## src/rtl/activ_deser_sipo_if.sv

```systemverilog
// rtl/activ_deser_sipo_if.sv - serial-in / parallel-out link and output handshake bundle
interface activ_deser_sipo_if #(
  parameter int Pa = 8
);
  logic          start;
  logic          s_en;
  logic          in_ser;
  logic [Pa-1:0] out_par;
  logic          out_valid;
  logic          out_ready;
  logic          busy;
  logic          overrun;

  modport master (
    output start, s_en, in_ser, out_ready,
    input  out_par, out_valid, busy, overrun
  );

  modport slave (
    input  start, s_en, in_ser, out_ready,
    output out_par, out_valid, busy, overrun
  );
endinterface

```

## src/rtl/activ_deser_sipo.sv

```systemverilog
// rtl/activ_deser_sipo.sv - bit-serial word receiver with one-entry valid/ready output buffer
// Optional macro ACTIV_DESER_MSB_FIRST_EN: bits arrive MSB first (default LSB first).
module activ_deser_sipo #(
  parameter int Pa = 8
) (
  input  logic              clk,
  input  logic              rst_n,
  activ_deser_sipo_if.slave bus
);
  localparam int CW = $clog2(Pa);

  localparam logic [0:0] S_IDLE    = 1'b0;
  localparam logic [0:0] S_COLLECT = 1'b1;

  logic [Pa-1:0] shreg_q, shreg_d;
  logic [CW-1:0] cnt_q, cnt_d;
  logic [Pa-1:0] out_par_q, out_par_d;
  logic          out_valid_q, out_valid_d;
  logic          overrun_q, overrun_d;

  logic [0:0]    state;
  logic          accept;
  logic          word_done;
  logic [Pa-1:0] shift_word;

  // Collect state is implied by the bit counter; no separate state register.
  assign state  = (cnt_q != '0) ? S_COLLECT : S_IDLE;
  assign accept = bus.s_en & ~bus.start;
  assign word_done = accept && (state == S_COLLECT) && (cnt_q == CW'(Pa - 1));

`ifdef ACTIV_DESER_MSB_FIRST_EN
  assign shift_word = {shreg_q[Pa-2:0], bus.in_ser};
`else
  assign shift_word = {bus.in_ser, shreg_q[Pa-1:1]};
`endif

  always_comb begin
    shreg_d     = shreg_q;
    cnt_d       = cnt_q;
    out_par_d   = out_par_q;
    out_valid_d = out_valid_q;
    overrun_d   = overrun_q;

    if (bus.start) begin
      shreg_d   = '0;
      cnt_d     = '0;
      overrun_d = 1'b0;
    end else if (accept) begin
      shreg_d = shift_word;
      cnt_d   = word_done ? '0 : cnt_q + CW'(1);
    end

    // A completing word may refill the buffer on the same edge it is drained.
    if (word_done && (!out_valid_q || bus.out_ready)) begin
      out_par_d   = shift_word;
      out_valid_d = 1'b1;
    end else if (word_done) begin
      overrun_d = 1'b1;
    end else if (out_valid_q && bus.out_ready) begin
      out_valid_d = 1'b0;
    end
  end

  always_ff @(posedge clk or negedge rst_n) begin
    if (!rst_n) begin
      shreg_q     <= '0;
      cnt_q       <= '0;
      out_par_q   <= '0;
      out_valid_q <= 1'b0;
      overrun_q   <= 1'b0;
    end else begin
      shreg_q     <= shreg_d;
      cnt_q       <= cnt_d;
      out_par_q   <= out_par_d;
      out_valid_q <= out_valid_d;
      overrun_q   <= overrun_d;
    end
  end

  assign bus.out_par   = out_par_q;
  assign bus.out_valid = out_valid_q;
  assign bus.busy      = (state == S_COLLECT);
  assign bus.overrun   = overrun_q;
endmodule
```

## src/flat_wrapper.sv

```systemverilog
// flat-port wrapper written by rule: the top's interface ports become plain ports
module activ_deser_sipo_flat 
#(
  parameter int Pa = 8
)
  (clk, rst_n, bus_start, bus_s_en, bus_in_ser, bus_out_ready, bus_out_par, bus_out_valid, bus_busy, bus_overrun);
  activ_deser_sipo_if #(.Pa(Pa)) bus_i ();
  input  logic clk;
  input  logic rst_n;
  input wire logic [$bits(bus_i.start)-1:0] bus_start;
  input wire logic [$bits(bus_i.s_en)-1:0] bus_s_en;
  input wire logic [$bits(bus_i.in_ser)-1:0] bus_in_ser;
  input wire logic [$bits(bus_i.out_ready)-1:0] bus_out_ready;
  output wire logic [$bits(bus_i.out_par)-1:0] bus_out_par;
  output wire logic [$bits(bus_i.out_valid)-1:0] bus_out_valid;
  output wire logic [$bits(bus_i.busy)-1:0] bus_busy;
  output wire logic [$bits(bus_i.overrun)-1:0] bus_overrun;
  assign bus_i.start = bus_start;
  assign bus_i.s_en = bus_s_en;
  assign bus_i.in_ser = bus_in_ser;
  assign bus_i.out_ready = bus_out_ready;
  assign bus_out_par = bus_i.out_par;
  assign bus_out_valid = bus_i.out_valid;
  assign bus_busy = bus_i.busy;
  assign bus_overrun = bus_i.overrun;
  activ_deser_sipo #(.Pa(Pa)) u_core (.clk(clk), .rst_n(rst_n), .bus(bus_i));
endmodule
```

## config.mk

```make
export PLATFORM = sky130hd
export DESIGN_NAME = activ_deser_sipo_flat
export DESIGN_NICKNAME = d
export VERILOG_FILES = /design/src/rtl/activ_deser_sipo_if.sv /design/src/rtl/activ_deser_sipo.sv /design/src/flat_wrapper.sv
export SDC_FILE = /design/constraint.sdc
export NUM_CORES = 1
export LEC_CHECK = 0
export BUFFER_PORTS_ARGS = -buffer_cell sky130_fd_sc_hd__buf_4
export CORE_MARGIN = 2
export CORE_UTILIZATION = 52
export DETAILED_ROUTE_END_ITERATION = 10
export MAX_ROUTING_LAYER = met4
export PLACE_DENSITY = 0.8
export SLEW_MARGIN = 20
export SYNTH_ARGS = -nofsm -noshare
export SYNTH_HDL_FRONTEND = slang
export SYNTH_SLANG_ARGS = --single-unit
```

## constraint.sdc

```tcl
create_clock -name clk -period 1.75 [get_ports clk]
set_clock_uncertainty 0.15 [all_clocks]
set_input_delay 0.525 -clock clk [delete_from_list [all_inputs] [get_ports clk]]
set_output_delay 0.525 -clock clk [all_outputs]
set_load 0.05 [all_outputs]
```

Yosys cells after proc, flatten, opt, wreduce, memory -nomap -nowiden
Cells that the tools add are included.

word-level totals
  output and inout bits = 11
  bits in registers = 21
  logic and storage cells = 32

operators by class
  equal/unequal tests = 2
  reduce and logical (&&, ||, !) cells = 10
  $add $sub $neg = 1
  bitwise gates (word level) = 2
  multiplexer cells = 12

operator list
  kind                                           count
  2-to-1 mux 8 bit                               2
  2-to-1 mux 3 bit                               3
  2-to-1 mux 1 bit                               7
  logical AND 1 bit                              4
  nonzero test 2 bit                             2
  adder 3 x 1 -> 3 bit (second input constant)   1
  equality test 3 bit (second input constant)    1
  nonzero test 3 bit                             1
  inequality test 2 bit (second input constant)  1
  AND reduction 2 bit                            1
  bitwise AND 1 bit                              1
  logical NOT 1 bit                              1
  logical OR 1 bit                               1
  NOT 1 bit                                      1

Longest topological paths before layout
Gate-level depths: netlist (run 1).

  depth after elaboration = 7
  mapped depth = 6
  gate-level depth less buffers = 5

Worst setup path before layout (run 1)
OpenSTA, ideal clock, no wires.

  path type = register to register
  from = register u_core.out_valid_q, in the netlist u_core.bus.out_valid
  to = register u_core.out_par_q[0], in the netlist u_core.bus.out_par[0]
  cell stages (with the launch flop) = 4
  period minus slack after synthesis = 1,589 ps
  data required time = 1,475 ps
  buffers on the path = 0
  data arrival time = 1,314 ps
  slack = 161 ps
  cell sequence = dfrtp_1 -> nand2b_1 -> nand4_4 -> mux2_2

between the ends
  word-level cells in the longest chain between the ends = 3

RTL lines
  item                    RTL line                source
  from (decl)             activ_deser_sipo.sv:18  logic out_valid_q, out_valid_d;
  from (signal assigned)  activ_deser_sipo.sv:75  out_valid_q <= out_valid_d;
  logical NOT 1 bit       activ_deser_sipo.sv:54  if (word_done && (!out_valid_q || bus.out_ready)) begin
  logical OR 1 bit        activ_deser_sipo.sv:54
  logical AND 1 bit       activ_deser_sipo.sv:54
  to (signal assigned)    activ_deser_sipo.sv:74  out_par_q <= out_par_d;
  to (decl)               activ_deser_sipo.sv:17  logic [Pa-1:0] out_par_q, out_par_d;

No other way between the ends.
A chain may end at the register's enable or synchronous reset.

Worst setup path in the final report (run 1)
  from = register u_core.cnt_q[1]
  to = output bus_busy

between the ends
  word-level cells in the longest chain between the ends = 2

RTL lines
  item                    RTL line                source
  from (decl)             activ_deser_sipo.sv:16  logic [CW-1:0] cnt_q, cnt_d;
  from (signal assigned)  activ_deser_sipo.sv:73  cnt_q <= cnt_d;
  nonzero test 3 bit      activ_deser_sipo.sv:27  assign state = (cnt_q != '0) ? S_COLLECT : S_IDLE;
  2-to-1 mux 1 bit        activ_deser_sipo.sv:27
  to (decl)               flat_wrapper.sv:16      output wire logic [$bits(bus_i.busy)-1:0] bus_busy;

No other way between the ends.

==> results.ini, run 1 <==
[outcome]
status = complete, but fails checks
violations = setup timing

[route]
detail_route.vias_per_cell = 5.28
num_vias = 575
drc = 0
drtIter0Drc = 0
dr.pass1.iters = 1
wl_per_cell_microns = 13.3
routed_wl_microns = 1460
detail-route-antenna-nets = 0

[finish]
most-common-layout-cells = buf_4, dfrtp_1, mux2_2
nNetsFinal = 104
syn_to_final_growth_pct = 23.3
final_common_cell = buf_4
drive_gt1_share_pct = 38.7
insertedDiodeCount = 0

[clocking]
cts_tree = yes
clk_root_buffer_cell = clkbuf_4
clock_latency_ns = 0.29
clk_pin_slew_worst_paths_ns = 0.10
cts.sinks = 20
numCtsBuffers = 3
cts_max_path_buffers = 2
cts_max_level = 1

[grt]
grt_util_met3_pct = 2.40
grt_use_met1_pct = 21.4
grt_pass1_wl_microns = 2370
antenna_found_initial = 0
globalRouteMet2Util_pct = 27.1
busiest_layer = met2
grt_pass1_vias = 564
grt_usage_pct = 17.4
grt_max_degree = 21
overflow = 0

[synth]
yosysSeqAreaShare_pct = 57.2
synthCells = 70
synth_top_cell_by_area = dfrtp_1
yosys_register_bits = 20
yosysWarnings = 0
yosysTopAreaCellShare_pct = 57.2
netlist_area_sq_um = 875
synth.avg_cell_area_sq_um = 12.5
synth_top_cells_by_area = dfrtp_1, mux2_2, mux2i_1
syn_nets = 79
synth_cell_types = 18

[power_and_ir_drop]
fin_total_pwr_mw = 0.769
power_density_mw_per_mm2 = 713
leakage_nw = 0.593
ir_worst_vdd_uv = 471

[flow_run]
maxCapViolCount = 0

[floorplan]
rows = 14
die_h_microns = 45.0
die_w_microns = 45.0
start_util_pct = 56.7
core_area_sq_mm = 0.00154
dieArea_sq_mm = 0.00203
ioPinCount = 17

[placed_design]
dp_hpwl_microns = 1040
dp_worst_setup_slack_ns = 0.0637
io_buffers = 16
gp_congestion = 0.818

[sta]
hold_viol_final = 0
drv_slew = 0
finalSetupViolCount = 9
worst_pin_slew_ns = 0.240
fmax_mhz = 551
slew_headroom_pct = 84.0
post-route-min-period_ns = 1.81
worst_slack_ns = -0.0635
fin_crit_sh_pct = 104
rsz0062_at_grt = yes

[critical_path]
path_delay_family = flip-flops
crit_type = reg -> out
slowest_stage = dfrtp_1
r2r-end = u_core.bus.out_par[6]
worstSetupEndpoint = bus_busy
reg2reg_depth = 5
startpoint = u_core.cnt_q[1]
end_kind = primary output
required_ns = 1.07
r2r_start = u_core.cnt_q[0]
critPathLaunchType = flip-flop
crit_cells = 4
critPathBufInv = 2
cp_data_arrival_time_ns = 1.14
cp_cell_sequence = inv_1, ha_2, nand2b_1, buf_6
r2r_slack_ns = -0.03
cp_max_fo = 2
cp_slowest_stage_delay_ns = 0.40

[min_path]
hp-class = in -> reg
holdPathStages = 2

[registers in the layout (all words and copies together), names as in the netlist]
register	cells
u_core.bus.out_par	8
u_core.shreg_q	7
u_core.cnt_q	3
u_core.bus.out_valid	1
u_core.bus.overrun	1
[cell type report]
class | count | area, sq um
clock buffer | 3 | 22.5
inverter | 4 | 15.0
timing repair buffer | 23 | 179
sequential | 20 | 500
multi-input combinational | 43 | 342
tap | 16 | 20.0
fill | 114 | 463
[metal layers]
layer	vias up	part of all wire, %	wire length [microns]
li1	286	-	-
met1	275	47	677
met2	10	48	695
met3	4	3.2	46
met4	0	2.5	36
met5	-	0	0
[worst min-delay path by stage]
stage | startpoint | endpoint | slack, ns
after floorplan | rst_n | u_core.bus.out_par[0] | 0.08
after global placement | rst_n | u_core.bus.out_par[1] | 0.26
after detailed placement | rst_n | u_core.bus.out_par[2] | 0.27
after CTS | bus_in_ser | u_core.bus.out_par[7] | 0.32
after global routing | bus_in_ser | u_core.bus.out_par[7] | 0.33
final | bus_in_ser | u_core.bus.out_par[7] | 0.32
[synthesized netlist by cell type]
library cell / instances
mux2i_1: 7
mux2_2: 8
nand2_1: 6
ha_1: 3
inv_1: 4
nand2b_1: 2
buf_6: 1
nand4_4: 1
a21oi_1: 3
dfrtp_1: 20
a21o_1: 2
a211o_1: 1
nor2b_2: 1
nor2_1: 7
o22ai_1: 1
buf_1: 1
buf_2: 1
nand3_1: 1
[worst register-to-register path: cells and delay by family (launching register included)]
kind / cells / cell delay [ns]
buffers and inverters: 1 / 0.15
adders and majority gates: 2 / 0.45
DFF: 1 / 0.39
and+or+nand+nor: 1 / 0.17
muxes: 1 / 0.37
[metrics by stage]
step	hold WS (ns)	TNS (ns)	utilization [%]	area, sq um	cells
3_5_place_dp	0.267	0	66.0	1020	102
6_report	0.319	-0.194	70.0	1080	109
4_1_cts	0.316	-0.131	70.0	1080	109
2_1_floorplan	0.0794	0	-	875	70
5_1_grt	0.330	-0.860	70.0	1080	109
3_3_place_gp	0.261	0	66.0	1020	102
[cell families after synthesis]
group | Yosys count | synth area share, %
compound gates | 7 | 5.15
fa+ha+maj | 3 | 4.29
buf+inv | 7 | 4.00
flops | 20 | 57.2
mux | 15 | 18.3
simple gates | 18 | 11.0
[timing repair]
action / in CTS / in global routing
hold buffers: 1 / 0
setup buffers: 3 / 0
endpoints found under the hold margin: 20 / 0
resized for setup: 2 / 0
endpoints found under the setup margin: 1 / 9
cloned: 0 / 0
pin swaps: 0 / 1
[report_power, final]
group / switching, mW / total, mW / internal, mW
clock network: 0.126 / 0.206 / 0.0801
registers: 0.00398 / 0.472 / 0.468
logic: 0.0503 / 0.0911 / 0.0408
Note: power is estimated with default switching activity, not from simulation.
==> run 2: changes to the inputs <==
Settings changed: GPL_TIMING_DRIVEN from default to 0.
==> run 2 against run 1 <==
The run still ends with setup timing left. Fmax is 3.3% lower. Combinational power is 3.6% higher. First-iteration DRC count is 6 higher. Global-route usage is 0.091 points lower. Sequential share of layout area is 0.21 points lower. Clock-buffer cell count stayed put. Sequential power hardly changed. Final area is 0.46% higher. Non-clock buffer count stayed put. Utilization is 0.32 points higher. Largest cell class unchanged. Highest routed layer unchanged.
==> results.ini, run 2 (same netlist as run 1, synthesis figures left out) <==
[finish]
most-common-layout-cells = dfrtp_1, buf_4, mux2i_1, nor2_1, mux2_2
final_common_cell = dfrtp_1
final_core_util_pct = 70.3
syn_to_final_growth_pct = 23.9
drive_gt1_share_pct = 37.6
largest_register_ffs = 8
nNetsFinal = 104
insertedDiodeCount = 0
fillCellCount = 123

[placed_design]
io_buffers = 16
dp_hpwl_microns = 991
gp_congestion = 0.784

[route]
drc = 0
routed_wl_microns = 1440
detail_route.vias_per_cell = 5.32
num_vias = 580
wl_per_cell_microns = 13.2
detail-route-antenna-nets = 0
dr.pass1.iters = 2
drtIter0Drc = 6

[grt]
grt_pass1_wl_microns = 2390
overflow = 0
grt_util_met3_pct = 4.40
grt_usage_pct = 17.3
globalRouteMet2Util_pct = 24.3
antenna_found_initial = 0
busiest_layer = met2
grt_max_degree = 21
grt_use_met1_pct = 22.9
grt_pass1_vias = 549

[sta]
post-route-min-period_ns = 1.88
hold_viol_final = 0
fmax_mhz = 533
finalSetupViolCount = 1
fin_crit_sh_pct = 107
drv_slew = 0
worst_pin_slew_ns = 0.439
rsz0062_at_grt = yes
fin_hold_ws_ns = 0.292
worst_slack_ns = -0.126
slew_headroom_pct = 70.7

[power_and_ir_drop]
ir_worst_vdd_uv = 703
leakage_nw = 0.592
power_density_mw_per_mm2 = 714

[floorplan]
die_w_microns = 45.0
start_util_pct = 56.7
rows = 14
ioPinCount = 17
core_area_sq_mm = 0.00154
die_h_microns = 45.0
dieArea_sq_mm = 0.00203

[outcome]
status = complete, but fails checks
violations = setup timing

[critical_path]
required_ns = 1.07
crit_type = reg -> out
startpoint = u_core.cnt_q[0]
r2r_slack_ns = 0.03
end_kind = primary output
cp_max_fo = 2
r2r_start = u_core.cnt_q[0]
reg2reg_depth = 7
cp_data_arrival_time_ns = 1.20
r2r-end = u_core.bus.out_par[0]
critPathLaunchType = flip-flop
worstSetupEndpoint = bus_busy

[clocking]
cts.sinks = 20
cts_tree = yes
clock_latency_ns = 0.29
clk_pin_slew_worst_paths_ns = 0.10
cts_max_level = 1
numCtsBuffers = 3
clk_root_buffer_cell = clkbuf_4
cts_max_path_buffers = 2

[min_path]
hp-class = in -> reg

[flow_run]
maxCapViolCount = 0

[run 2: cell counts in the layout (fill, tap and decap cells not counted)]
Identical to the previous run, type by type.
[run 2: worst min path at each step]
stage / depth (start not counted) / to / from / slack [ns]
floorplan: 0 / u_core.bus.out_par[0] / rst_n / 0.08
global placement: 1 / u_core.bus.out_par[1] / rst_n / 0.26
detailed placement: 1 / u_core.bus.out_par[1] / rst_n / 0.27
CTS: 2 / u_core.bus.overrun / bus_start / 0.29
global route: 2 / u_core.bus.overrun / bus_start / 0.28
finish: 2 / u_core.bus.overrun / bus_start / 0.29
[run 2: power breakdown]
group | internal, mW | switching, mW
registers | 0.468 | 0.00384
logic | 0.0430 | 0.0514
clock network | 0.0800 | 0.128
[run 2: what timing repair did]
action,in CTS,in global routing
hold buffers,1,0
resized for setup,3,1
pin swaps,0,0
setup buffers,3,1
endpoints found under the hold margin,20,0
gates cloned,0,0
setup endpoints to repair,1,9
[run 2: routing by layer]
layer / up-vias / wire (microns)
met5: - / 0
li1: 280 / -
met3: 4 / 44
met4: 0 / 21
met1: 286 / 697
met2: 10 / 681
[run 2: final cells by class]
class | instances | area, sq um | share of cell area (%)
Sequential cell | 20 | 500 | 46.2
Multi-Input combinational cell | 43 | 345 | 31.9
Timing Repair Buffer | 20 | 160 | 14.8
Clock buffer | 3 | 22.5 | 2.08
Buffer | 3 | 20.0 | 1.85
Tap cell | 16 | 20.0 | 1.85
Inverter | 4 | 15.0 | 1.39
[run 2: critical path, cell delays in order (launching register included)]
cell,delay (ns)
dfrtp_1,0.39
inv_1,0.06
ha_1,0.14
nand2b_1,0.06
buf_6,0.12
buf_8,0.14
[run 2: through the flow]
stage	total power, mW	instances	setup TNS (ns)	worst slack (ns)	area, sq um
floorplan	0.530	70	0	0.161	875
global placement	0.559	102	0	0.0723	1010
detailed placement	0.561	102	0	0.0432	1010
CTS	0.783	109	-0.142	-0.142	1080
global route	0.811	109	-0.312	-0.187	1080
finish	0.774	109	-0.126	-0.126	1080
==> run 3: changes to the inputs <==
Settings changed: CORE_UTILIZATION 52 to 40, PLACE_DENSITY 0.8 to 0.65.
==> run 3 against run 2 <==
Highest routed layer unchanged. Register-to-register slack better by 0.02 ns. Critical endpoint unchanged. Die area up 27%. Power up 0.76%. Global-route usage down 4.0 points. Non-clock buffer count down 1. First-iteration DRC count down 17%. The flow still finishes with violations (setup timing). Combinational power down 2%. Critical path depth down 1.
==> results.ini, run 3 (same netlist as run 1, synthesis figures left out) <==
[outcome]
status = complete, but fails checks
violations = setup timing

[power_and_ir_drop]
clock_power_share_pct = 27.5
p_seq_share_pct = 60.6
power_density_mw_per_mm2 = 692
p_sw_mw = 0.190
p_sw_share_pct = 24.4
leakage_nw = 0.602
combPwrFrac_pct = 11.9
internal_power_mw = 0.590
ir_worst_vdd_uv = 423

[placed_design]
io_buffers = 16
placed_cell_area_sq_mm = 0.00103
dp_hpwl_microns = 993
dp_worst_setup_slack_ns = 0.0458
gp_congestion = 0.669

[sta]
drv_slew = 0
fmax_mhz = 550
fin_crit_sh_pct = 104
rsz0062_at_grt = yes
finalSetupViolCount = 1
worst_pin_slew_ns = 0.429
slew_headroom_pct = 71.4
post-route-min-period_ns = 1.82
worst_slack_ns = -0.0698
hold_viol_final = 0

[finish]
final_common_cell = dfrtp_1
insertedDiodeCount = 0
nNetsFinal = 103
final_core_util_pct = 55.8
drive_gt1_share_pct = 40.2
most-common-layout-cells = dfrtp_1, buf_4, mux2i_1, nor2_1
syn_to_final_growth_pct = 28.9
largest_register_ffs = 8
final_area_sq_mm = 0.00113
fillCellCount = 174

[floorplan]
dieArea_sq_mm = 0.00258
die_h_microns = 50.8
ioPinCount = 17
core_area_sq_mm = 0.00202
die_w_microns = 50.8
rows = 16
start_util_pct = 43.3

[route]
num_vias = 575
drtIter0Drc = 5
routed_wl_microns = 1520
detail_route.vias_per_cell = 4.83
dr.pass1.iters = 4
detail-route-antenna-nets = 0
wl_per_cell_microns = 12.8
drc = 0

[critical_path]
end_kind = primary output
path_delay_family = flip-flops
r2r_slack_ns = 0.05
required_ns = 1.07
cp_cell_sequence = inv_1, ha_2, nand2b_4, buf_8
cp_slowest_stage_delay_ns = 0.39
cp_max_fo = 2
critPathBufInv = 2
cp_data_arrival_time_ns = 1.14
critPathLaunchType = flip-flop
slowest_stage = dfrtp_1
crit_type = reg -> out

[clocking]
cts_tree = yes
cts_max_level = 1
numCtsBuffers = 3
cts.sinks = 20
cts_max_path_buffers = 2
clk_pin_slew_worst_paths_ns = 0.11
clock_latency_ns = 0.30
clk_root_buffer_cell = clkbuf_4

[flow_run]
maxCapViolCount = 0

[grt]
overflow = 0
grt_usage_pct = 13.3
grt_pass1_vias = 530
grt_pass1_wl_microns = 2490
antenna_found_initial = 0
grt_max_degree = 21

[min_path]
hp-class = in -> reg

==> run 3: cell count changes in the layout (fill, tap and decap cells not counted), sizes merged <==
cell and change:
buf -1
==> run 3: repair_timing <==
item | 4_1_cts | 5_1_grt
hold buffers | 1 | 0
hold endpoints to repair | 20 | 0
pin swaps | 0 | 2
endpoints found under the setup margin | 1 | 6
buffers inserted | 3 | 1
resized for setup | 3 | 10
==> run 3: area by class of cell <==
| cell class | count | area, sq um | share of cell area [%] |
|---|---|---|---|
| flip-flops and latches | 20 | 500 | 44.4 |
| multi-input cells | 43 | 387 | 34.3 |
| repair buffers | 20 | 160 | 14.2 |
| well taps | 27 | 33.8 | 3.00 |
| clock buffers | 3 | 22.5 | 2.00 |
| inverters | 4 | 15.0 | 1.33 |
| plain buffers | 2 | 8.76 | 0.777 |
==> run 3: power by group through the flow <==
stage               clock, mW  combinational, mW  sequential [mW]
floorplan                   0             0.0491            0.481
global placement            0             0.0770            0.482
detailed placement          0             0.0778            0.482
CTS                     0.215             0.0943            0.472
global route            0.233              0.103            0.474
finish                  0.215             0.0928            0.472
==> run 3: metal layers <==
layer  vias to the layer above  global-route usage (%)  wire length, microns
met2                        16                    19.5                   702
met1                       277                    18.4                   727
met4                         0                    5.41                    23
met5                         -                       -                     0
met3                         4                    2.08                    68
li1                        278                       -                     -
==> run 3: path summary, 6_finish.rpt <==
path,start,to,cells after the start
worst min-delay path,bus_start,u_core.bus.overrun,2
worst max-delay path,u_core.cnt_q[1],bus_busy,4
worst max register to register,u_core.cnt_q[0],u_core.bus.out_par[2],5
max in group asynchronous,rst_n,u_core.cnt_q[1],2
worst min register to register,u_core.bus.out_par[0],u_core.bus.out_par[0],1
min in group asynchronous,rst_n,u_core.shreg_q[3],2
==> run 3: stage by stage <==
step	TNS [ns]	power, mW	instances	hold slack, ns
detailed placement	0	0.560	113	0.269
global placement	0	0.559	113	0.266
CTS	-0.138	0.781	120	0.285
finish	-0.0698	0.780	119	0.279
global route	-0.118	0.810	119	0.293
floorplan	0	0.530	70	0.0794
